[config.mk]
export PLATFORM = sky130hd
export DESIGN_NAME = riscv_irq_controller_mc
export DESIGN_NICKNAME = d
export VERILOG_FILES = /design/src/rtl/riscv_irq_controller_mc.sv
export SDC_FILE = /design/constraint.sdc
export NUM_CORES = 1
export LEC_CHECK = 0
export CORE_MARGIN = 4
export CORE_UTILIZATION = 41
export DETAILED_ROUTE_END_ITERATION = 10
export PLACE_DENSITY = 0.79
export RECOVER_POWER = 50
export SETUP_SLACK_MARGIN = 0.05
export SYNTH_ARGS = -nofsm -noshare
export SYNTH_HDL_FRONTEND = slang
export SYNTH_SLANG_ARGS = --single-unit
[constraint.sdc]
create_clock -name clk_i -period 2.4 [get_ports clk_i]
set_input_delay 0.48 -clock clk_i [delete_from_list [all_inputs] [get_ports clk_i]]
set_output_delay 0.48 -clock clk_i [all_outputs]
set_load 0.02 [all_outputs]
[src/rtl/riscv_irq_controller_mc.sv]
// Multi-line interrupt controller: arbitrates IRQ_NUM level requests, raises a one-cycle trap
// with mcause, acks the granted line, and tracks in-service state until mret. IRQ_RR_EN selects round-robin.
module riscv_irq_controller_mc #(
  parameter int IRQ_NUM    = 16,
  parameter int CAUSE_BASE = 16
) (
  input  logic               clk_i,
  input  logic               rst_i,
  input  logic               stall_i,
  input  logic [IRQ_NUM-1:0] irq_req_i,
  input  logic [IRQ_NUM-1:0] mie_i,
  input  logic               gie_i,
  input  logic               exception_i,
  input  logic               mret_i,
  output logic               irq_o,
  output logic [31:0]        irq_cause_o,
  output logic [IRQ_NUM-1:0] irq_ack_o,
  output logic               irq_ret_o,
  output logic               busy_o
);

  localparam int IDX_W = (IRQ_NUM > 1) ? $clog2(IRQ_NUM) : 1;

  typedef enum logic {
    IDLE,
    SERVICE
  } state_e;

  state_e             state_q, state_d;
  logic [IRQ_NUM-1:0] elig;
  logic [IRQ_NUM-1:0] ack_q;
  logic [IDX_W-1:0]   win_idx;
  logic [31:0]        cause_q;
  logic [31:0]        take_cause;
  logic               take;
  logic               ret;

  assign elig       = irq_req_i & mie_i;
  assign take_cause = {1'b1, 31'(CAUSE_BASE) + 31'(win_idx)};

`ifdef IRQ_RR_EN
  logic [IDX_W-1:0] ptr_q;
  logic [IDX_W-1:0] rr_idx;
  int               rr_sum;

  // Search from ptr_q upward with wrap; descending offsets so the nearest line wins.
  always_comb begin
    win_idx = '0;
    rr_idx  = '0;
    rr_sum  = 0;
    for (int off = IRQ_NUM - 1; off >= 0; off--) begin
      rr_sum = int'(ptr_q) + off;
      if (rr_sum >= IRQ_NUM) rr_sum = rr_sum - IRQ_NUM;
      rr_idx = IDX_W'(rr_sum);
      if (elig[rr_idx]) win_idx = rr_idx;
    end
  end

  always_ff @(posedge clk_i) begin
    if (!rst_i) begin
      ptr_q <= '0;
    end else if (take) begin
      ptr_q <= (win_idx == IDX_W'(IRQ_NUM - 1)) ? '0 : win_idx + 1'b1;
    end
  end
`else
  always_comb begin
    win_idx = '0;
    for (int i = IRQ_NUM - 1; i >= 0; i--) begin
      if (elig[i]) win_idx = IDX_W'(i);
    end
  end
`endif

  // NOTE: every signal driven here gets a default first, so no path leaves it unassigned (no latch).
  // Take and return are also gated by rst_i so no pulse escapes while reset is held.
  always_comb begin
    state_d = state_q;
    take    = 1'b0;
    ret     = 1'b0;
    case (state_q)
      IDLE: begin
        if (rst_i && gie_i && !stall_i && !exception_i && (|elig)) begin
          take    = 1'b1;
          state_d = SERVICE;
        end
      end
      SERVICE: begin
        if (rst_i && mret_i && !stall_i) begin
          ret     = 1'b1;
          state_d = IDLE;
        end
      end
      default: state_d = IDLE;
    endcase
  end

  // NOTE: sequential state uses non-blocking assignments so all registers update from pre-edge values.
  always_ff @(posedge clk_i) begin
    if (!rst_i) begin
      state_q <= IDLE;
      ack_q   <= '0;
      cause_q <= '0;
    end else begin
      state_q <= state_d;
      ack_q   <= take ? (IRQ_NUM'(1) << win_idx) : '0;
      if (take) cause_q <= take_cause;
    end
  end

  assign irq_o       = take;
  assign irq_ret_o   = ret;
  assign irq_cause_o = take ? take_cause : cause_q;
  assign irq_ack_o   = ack_q;
  assign busy_o      = (state_q == SERVICE);

endmodule

### Yosys cells after proc, flatten, opt, wreduce, memory -nomap -nowiden

Index checks and enable logic that the tools add are counted.

| cells by class | value |
|---|---|
| bitwise operators | 2 |
| mux-type cells | 23 |
| reductions and logical operators | 10 |
| shift-type cells | 1 |
| add/subtract/negate cells | 1 |

Operators with widths:

| cell | count |
|---|---|
| $mux W4 | 16 |
| $mux W32 | 1 |
| $and A16 B16 Y16 | 1 |
| $reduce_or A16 Y1 | 1 |
| $shl A1 B4 Y16 const A | 1 |
| $add A5 B4 Y6 const A | 1 |
| $logic_and A1 B1 Y1 | 6 |
| $mux W1 | 5 |
| $logic_not A1 Y1 | 2 |
| $pmux W1 S2 | 1 |
| $reduce_and A2 Y1 | 1 |
| $not A1 Y1 | 1 |

| storage, ports and cells | value |
|---|---|
| bits in registers | 49 |
| word-level logic and storage cells | 40 |

### Longest topological paths before layout

Gate-level depths: netlist (run 1).

| depth | value |
|---|---|
| depth after elaboration | 19 |
| depth in mapped cells | 6 |
| depth with buffers taken out | 6 |

### Worst setup path before layout (run 1)

No wires, ideal clock.

| path | value |
|---|---|
| path type | in2out |
| from | in exception_i |
| to | out irq_cause_o[1] |
| slack | -0.051 ns |
| stages | 4 |
| data arrival time | 1.971 ns |
| cells stage by stage | or4_4 > a41o_4 > clkbuf_1 > o21ai_0 |

| between the ends | value |
|---|---|
| cells in the longest elaborated chain, start to end | 6 |

RTL lines:

| element | line | source |
|---|---|---|
| start: declaration | 13 | `input logic exception_i,` |
| $logic_not A1 Y1 | 83 | `if (rst_i && gie_i && !stall_i && !exception_i && (\|elig)) begin` |
| $logic_and A1 B1 Y1 (2 in series) | 83 |  |
| $mux W1 | 83 |  |
| $mux W1 | 81 | `case (state_q)` |
| $mux W32 | -- |  |
| end: declaration | 16 | `output logic [31:0] irq_cause_o,` |

Every way passes these cells.

### Final worst setup path (run 1)

| path | value |
|---|---|
| from | in rst_i |
| to | out irq_cause_o[3] |

| between the ends | value |
|---|---|
| cells in the longest elaborated chain, start to end | 7 |

RTL lines:

| element | line | source |
|---|---|---|
| start: declaration | 8 | `input logic rst_i,` |
| $logic_and A1 B1 Y1 (4 in series) | 83 |  |
| $mux W1 | 83 |  |
| $mux W1 | 81 |  |
| $mux W32 | -- |  |

Every way passes these cells.

==> results.md, run 1 <==
- Dividing the synthesized area by the synthesized cell count gives 9.78 sq um.
- The count of flip-flops with a built-in enable after synthesis is 0.
- The layout has 293 filler cells.
- The most used flip-flop cell after synthesis is sky130_fd_sc_hd__dfxtp_1.
- The smallest setup slack after layout is -0.0521 ns.
- The design draws 1.62 mW.
- The biggest area consumer among synthesized cells is sky130_fd_sc_hd__dfxtp_1.
- The I/O pin total is 89.
- The total wire length after detailed routing is 6.06 mm.
- In this run the most critical hold path is launched from cause_q[7].
- For this run, the post-layout net count is around 380.
- In this run, CTS created clock tree buffers numbering 5.
- The iteration-0 DRC count of the detailed router is 52.
- The overflow left after global routing is 0.
- The core area is 4470 sq um.
- The overall track demand over capacity in global routing is 20.1%.
- The startpoint of the most critical register-to-register path is busy_o.
- The fraction of synthesized cell area taken by the top area cell type is 50.4%.
- The maximum clock frequency is 0.408 GHz.
- The initial utilization of the core area, before any placement, comes to 43.5%.
- The first TritonRoute pass finished after 4 iterations.
- For hold timing, the worst endpoint is cause_q[7].
- Dividing total power by cell area gives a power density of 454 nW/um^2.
- The checks that failed: negative setup slack.
- The area of all sequential standard cells is between 900 and 1000 sq um.
- The placement row count is 24.
- The multiplexer share of the synthesized area is 0%.
- Adding up every negative setup slack in the final design gives -0.0955 ns.
- The leakage power total is 1.69 nW.
- The number of global-route vias before repair is 2,113.
- By area, the combinational part of the netlist is dominated by simple AND/OR/NAND/NOR gates.
- The worst setup path is launched from an input pin.
- The register-to-register path setup slack is 0.57 ns.
- The area enclosed by the die boundary is 5920 sq um.
- The final worst-path cycle share is 102%.
- In the final routed layout, each cell accounts on average for around 15 um.
- The number of nets produced by synthesis is approximately 240.
- Once layout is complete, the cells apart from fillers number 393.
- After detailed routing, the number of vias per cell comes to 5.08.
- The synthesized netlist devotes roughly 14% of its cell area to compound gates.
- The buffer depth of the longest clock path is 2.
- For this design, the CTS-stage hold fixing added 0 buffers.
- The kind of end point of the critical path is a primary output.
- The signal on the critical path passes through buf_8 > nand2_4 > or4_4 > a41o_4 > buf_12 > a21o_1 > buf_6.
- After detailed routing, the number of remaining DRC violations is 0.
- The unique cell type count in the Yosys netlist is 31.
- The worst pin sits at a relative slew slack of 77.7%.
- The share of async-settable or async-resettable flops after synthesis is 0%.
- The number of max-slew violations in the final report is 0.
- Setup violations remaining at the end of the flow were counted as 6.
- The largest net degree at the start of global routing is 35.
- Counting I/O delays and the setup requirement, the final critical path takes ~2.5 ns.
- In the final layout, the multi-input gates occupy 1060 sq um.
- Along the worst path, the maximum fanout reaches 7.
- Measured in cells, the most critical reg-to-reg path has a length of 6.
- The cell sitting at the root of the clock tree is a sky130_fd_sc_hd__clkbuf_8.
- In this run the remaining antenna-violating nets after routing total 0.
- The flow ran to the end, but the final reports show violations.
- In the post-synthesis netlist, the biggest area contributors are sky130_fd_sc_hd__dfxtp_1 (50%), sky130_fd_sc_hd__and2_4 (9.0%), sky130_fd_sc_hd__and3_1 (8.7%), sky130_fd_sc_hd__nor3_1 (4.4%), sky130_fd_sc_hd__and2_1 (3.5%).
- The first-pass GRT wire length is about 9.7 mm.
- Along the worst hold path, the cell count comes to 1.
- The number of clock sinks is 49.
- The synthesized instance count is 199.
- The commonest cells after synthesis are sky130_fd_sc_hd__dfxtp_1 (49), sky130_fd_sc_hd__and3_1 (27), sky130_fd_sc_hd__and2_4 (20).
- The endpoint identified for the worst register-to-register timing path is cause_q[13].
- The width of the die is 76.9 um.
- The cell count after placement is around 360.
- The worst hold path belongs to the class reg2reg.
- For the pin with the worst max-slew slack, the measured transition is 0.332 ns.
- The placer's final routability congestion estimate is 0.759.
- In this design, the stage delay of the slowest critical-path cell is 0.55 ns.
- The worst slack at placement is -0.807 ns.
- The mapped cell area is slightly below 2000 sq um.
- The synthesized netlist devotes 0% of its cell area to XOR and XNOR gates.
- The layout overhead on the synthesized area is 83.7%.
- The clock tree from TritonCTS is built.
- Clock latency on the worst-skew pair, taken at its later pin, is about 0.30 ns.
- After synthesis the netlist holds a flip-flop and latch count of 49.
- The max-cap check violation count is 0.
- The count of yosys warnings during synthesis is 0.
- The final antenna diode count is 0.
- The detailed router placed 1,998 vias in this run.
- The proportion of layout cells with a drive suffix above 1 is 44.6%.
- After clock tree synthesis, the clock-pin slew on the worst setup and hold paths is ~0.090 ns.
- Among all stages on the critical path, the largest delay is contributed by sky130_fd_sc_hd__or4_4.
- The data required time of the worst path is 1.92 ns.
- Setup repair after global routing could not meet its margin everywhere.
- The final HPWL from detailed placement is 3.97 mm.
- The H-tree was split into 2 levels.
- The initial antenna violation count is 0.
- Of the synthesized area, sequential elements account for around half.
- Among all cell types in the netlist, the one instantiated most often is sky130_fd_sc_hd__dfxtp_1.
- STA puts the critical path data arrival time at 1.97 ns.
- The basic-gate share of the synthesized area counting and, or, nand and nor cells is 32.6%.
- The number of input and output port buffers inserted is 88.
- The kind of critical path is in2out.
- The worst-case clock skew is 0.00699 ns.
- The adder-cell share of the synthesized area is 0%.
- The die height is 76.9 um.
- The worst-case vdd ir drop is 0.365 mV.
- The final-report hold violation count is 0.
-- worst max-delay path by stage --
stage / depth (start not counted) / from / endpoint / slack (ns)
6_report: 7 / rst_i / irq_cause_o[3] / -0.05
3_5_place_dp: 8 / mie_i[7] / irq_cause_o[16] / -0.81
2_1_floorplan: 5 / exception_i / irq_cause_o[0] / 0.09
3_3_place_gp: 7 / rst_i / irq_cause_o[3] / -0.75
5_1_grt: 7 / rst_i / irq_cause_o[3] / -0.08
4_1_cts: 5 / busy_o / irq_cause_o[3] / -0.04
-- sequential cells by signal, summed over array words and instances, names as in the netlist --
register and cells:
irq_ack_o 16, busy_o 1, cause_q 32
-- per-layer routing --
metal | part of all wire, % | global-route usage [%] | routed length, um
met5 | 0 | 0 | 0
met4 | 1.7 | 7.25 | 104
met3 | 4.3 | 4.68 | 261
met2 | 54 | 37.2 | 3290
met1 | 40 | 22.1 | 2400
-- cell usage in the layout, fill, tap and decap left out, drive strengths merged, types with 2 or more instances in the layout --
master	count
and3	27
clkbuf	9
nand2	18
nand2b	3
a22oi	6
clkdlybuf4s15	10
buf	89
a22o	5
a21boi	2
nor3	17
a32o	3
a31oi	2
clkinv	2
dfxtp	49
clkdlybuf4s50	19
a41o	2
nand3	4
nor2	2
dlygate4sd2	20
inv	2
and2	31
o21ai	8
a21oi	2
-- critical path: cells and delay by family --
family,cells,cell delay (ns)
and+or+nand+nor,2,0.59
AOI/OAI and AO/OA,2,0.53
buffers and inverters,3,0.37
-- report_power, final --
part           internal (mW)  switching (mW)  leakage [nW]  total [mW]
Clock                  0.234           0.270        0.0512       0.504
Combinational          0.161           0.139          1.24       0.300
Sequential             0.817         0.00204         0.395       0.819
-- kinds of logic after synthesis --
| family | after synthesis |
|---|---|
| flops | 49 |
| simple gates | 105 |
| compound gates | 34 |
| buf+inv | 11 |
-- what timing repair did --
action,CTS,global route
pin swaps,20,39
setup buffers,15,3
resized for setup,254,50
setup endpoints to repair,34,32
gates cloned,4,0
-- per-stage QoR --
step                utilization [%]  hold WS, ns  instance area (sq um)
finish                         79.9        0.499                   3580
global route                   79.9        0.518                   3580
CTS                            76.9        0.487                   3440
detailed placement             69.2        0.455                   3100
global placement               69.2        0.448                   3100
floorplan                         -        0.439                   1950
-- layout make-up --
class,instances,area share [%]
clock buffers,6,2.31
inverters,2,0.350
multi-input cells,140,29.6
well taps,52,1.82
clock inverters,2,0.385
flip-flops and latches,49,27.4
repair buffers,142,38.1
Note: power is estimated with default switching activity, not from simulation.
==> run 2, diff against run 1 <==
--- a/config.mk
+++ b/config.mk
@@ -14,3 +14,4 @@
 export SYNTH_ARGS = -nofsm -noshare
 export SYNTH_HDL_FRONTEND = slang
 export SYNTH_SLANG_ARGS = --single-unit
+export TNS_END_PERCENT = 100
==> results of run 2 <==
The final DEF is identical to that of run 1; final timing and power are the same.
==> run 3, diff against run 2 <==
--- a/config.mk
+++ b/config.mk
@@ -5,10 +5,13 @@
 export SDC_FILE = /design/constraint.sdc
 export NUM_CORES = 1
 export LEC_CHECK = 0
+export CELL_PAD_IN_SITES_DETAIL_PLACEMENT = 2
+export CELL_PAD_IN_SITES_GLOBAL_PLACEMENT = 2
 export CORE_MARGIN = 4
-export CORE_UTILIZATION = 41
+export CORE_UTILIZATION = 23
+export CTS_CLUSTER_SIZE = 30
 export DETAILED_ROUTE_END_ITERATION = 10
-export PLACE_DENSITY = 0.79
+export PLACE_DENSITY_LB_ADDON = 0.1
 export RECOVER_POWER = 50
 export SETUP_SLACK_MARGIN = 0.05
 export SYNTH_ARGS = -nofsm -noshare
==> run 3 against run 2 <==
  * The run still ends with negative setup slack left
  * Cell area up 0.56%
  * Wire length up 19%
  * Sequential share of layout area down 0.12 points
  * Total power up 5.4%
  * Critical path depth down 1
  * Non-clock buffer count down 2
  * Via count about the same
  * Clock skew up 0.0049 ns
  * Die area up 69%
  * Register-to-register slack better by 0.07 ns
  * Cell count up 13%
  * Combinational power about the same
  * Largest power group unchanged
  * Highest routed layer is now met5
==> results.md, run 3 (synthesis results as in run 1) <==
- The number of max-slew violations in the final report is 0.
- Summing all multi-input logic gate instances after layout gives about 1100 sq um.
- The width of the die is 100 um.
- During I/O placement, the number of pins put on the boundary was between 80 and 90.
- The clock transition at the registers of the reported paths is 0.09 ns.
- Clock tree synthesis selected as its root buffer the cell sky130_fd_sc_hd__clkbuf_8.
- The leakage power total is 1.68 nW.
- The delay of the slowest cell on the worst path is 0.55 ns.
- The smallest setup slack after layout is -0.00516 ns.
- Data on the critical path is required at its endpoint by 1.92 ns.
- STA classifies the critical path endpoint as a primary output.
- For this block, the initial DRC count from the detailed router was 45.
- The placement row count is 33.
- The initial utilization of the core area, before any placement, comes to a little under a quarter.
- Timing analysis after detailed placement gives a worst setup slack of -0.839 ns.
- The buffers plus inverters on the worst setup path is 3.
- The CTS H-tree depth is 2.
- The floorplan step defined a die boundary enclosing roughly 10,000 sq um.
- The first-pass GRT wire length is 11.4 mm.
- The total iterations of the first detailed-routing run is 4.
- The number of global-route vias before repair was 2,268.
- Setup repair after global routing could not meet its margin everywhere.
- In the final routed layout, each cell accounts on average for ~16 um.
- The final HPWL from detailed placement is just over 5 mm.
- The number of buffers created by CTS is 5.
- The final-report hold violation count is 0.
- Ranked by flip-flop count, first place goes to cause_q.
- The hold-fix buffer count after cts is 0.
- The final reports fail on negative setup slack.
- The repair_antennas step left the layout with diodes totalling 0.
- The sum of negative setup slack is -0.00963 ns.
- The library cells used most frequently in the layout, excluding fill and tap cells, are sky130_fd_sc_hd__dfxtp_1 (48), sky130_fd_sc_hd__buf_4 (44), sky130_fd_sc_hd__buf_6 (37), sky130_fd_sc_hd__and2_4 (28), sky130_fd_sc_hd__and3_1 (26).
- Based on the critical path, the design can be clocked at up to 0.416 GHz.
- Setup violations remaining at the end of the flow were counted as 4.
- STA classifies the critical path startpoint as an input pin.
- The ratio of routed vias to standard cells is 4.50.
- The filler cell count is 928.
- The flow ran to the end, but the final reports show violations.
- The placer's final routability congestion estimate is 0.690.
- The tightest min-delay check is of the reg2reg type.
- At the worst endpoint, the arrival time is 1.93 ns.
- The remaining routing DRC violations is 0.
- Once layout is complete, the cells apart from fillers number 444.
- The final worst-path cycle share is 100%.
- The via count of the routed design is 1,999.
- The minimum clock period after layout is 2.41 ns.
- The worst-case clock skew is 0.0119 ns.
- The overflow left after global routing is 0.
- The largest net degree at the start of global routing is 35.
- The worst-case IR drop observed on VDD is 0.226 mV.
- The worst pin sits at a relative slew slack of 79.5%.
- On the critical path the largest part of the delay comes from simple AND/OR/NAND/NOR gates.
- Registers take 982 sq um.
- The area growth from synthesis to layout is 84.8%.
- The utilization of the core after routing is 43.8%.
- In this run the power density over the cells is ~480 nW/um^2.
- The cell at the slowest stage of the critical path is sky130_fd_sc_hd__or4_4.
- The max-cap check violation count is 0.
- Walking the worst path, the cells encountered are buf_2 > or4_4 > a41o_2 > clkbuf_16 > and2_4 > buf_6.
- The final layout contains routed wiring with a total length of 7.21 mm.
- The initial antenna violation count is 1.
- Leaving out fill and tap cells, the most frequent cell in the layout is sky130_fd_sc_hd__dfxtp_1.
- The flip-flop count of the largest register, all copies and words added is 32.
- The proportion of layout cells with a drive suffix above 1 is about half.
- The core area is ~8200 sq um.
- The design draws 1.71 mW.
- The cell count after placement is 419.
- The number of input and output port buffers inserted is 88.
- After the last flow step, the layout net total stands at 376.
- TritonCTS built the clock tree.
- Once detail routing completed, the nets flagged for antenna violations numbered 0.
- Global routing consumed, over all layers together, 14.0% of the routing resources.
- The die is 100 um tall.
- The tree built by TritonCTS fans out to 49 sinks.
- The longest clock path from root to sink contains 2 buffers.
- The slew at the pin with the worst max-slew slack is around 0.30 ns.
- The clock reaches the later pin of the worst-skew pair after around 0.30 ns.
- The worst setup path is of the in2out kind.
- The highest fanout seen on the critical path is 12.
run 3: final cells by class:
| cell class | instances | share of cell area [%] |
|---|---|---|
| Inverter | 2 | 0.417 |
| Clock inverter | 3 | 1.22 |
| Multi-Input combinational cell | 140 | 29.9 |
| Timing Repair Buffer | 140 | 35.6 |
| Sequential cell | 49 | 27.3 |
| Clock buffer | 5 | 1.91 |
| Tap cell | 105 | 3.65 |
run 3: path summary, 6_finish.rpt:
check	start	to	slack, ns	depth (start not counted)
worst min register to register	cause_q[22]	cause_q[22]	0.50	1
worst max register to register	busy_o	cause_q[14]	0.64	5
worst min-delay path	cause_q[22]	cause_q[22]	0.50	1
worst max-delay path	exception_i	irq_cause_o[29]	-0.005	6
run 3: what timing repair did:
action	4_1_cts	5_1_grt
resized for setup	247	84
endpoints found under the setup margin	34	46
gates cloned	1	3
buffers inserted	11	2
pin swaps	20	32
run 3: per-layer routing:
| metal | global-route usage (%) | routed length [um] | vias to the layer above |
|---|---|---|---|
| li1 | - | - | 996 |
| met4 | 2.49 | 36 | 2 |
| met5 | 0 | 7 | - |
| met3 | 4.31 | 445 | 6 |
| met1 | 15.8 | 2820 | 946 |
| met2 | 26.2 | 3900 | 49 |
run 3: through the flow:
step / hold WS (ns) / cell area (sq um)
after floorplan: 0.439 / 1950
final: 0.497 / 3600
after global routing: 0.520 / 3600
after detailed placement: 0.471 / 3190
after global placement: 0.459 / 3190
after CTS: 0.500 / 3390
run 3: power by group:
part	internal (mW)	switching [mW]	total [mW]	leakage, nW
Sequential	0.817	0.00225	0.819	0.395
Combinational	0.149	0.147	0.297	1.22
Clock	0.313	0.282	0.595	0.0585
Total	1.28	0.432	1.71	1.68
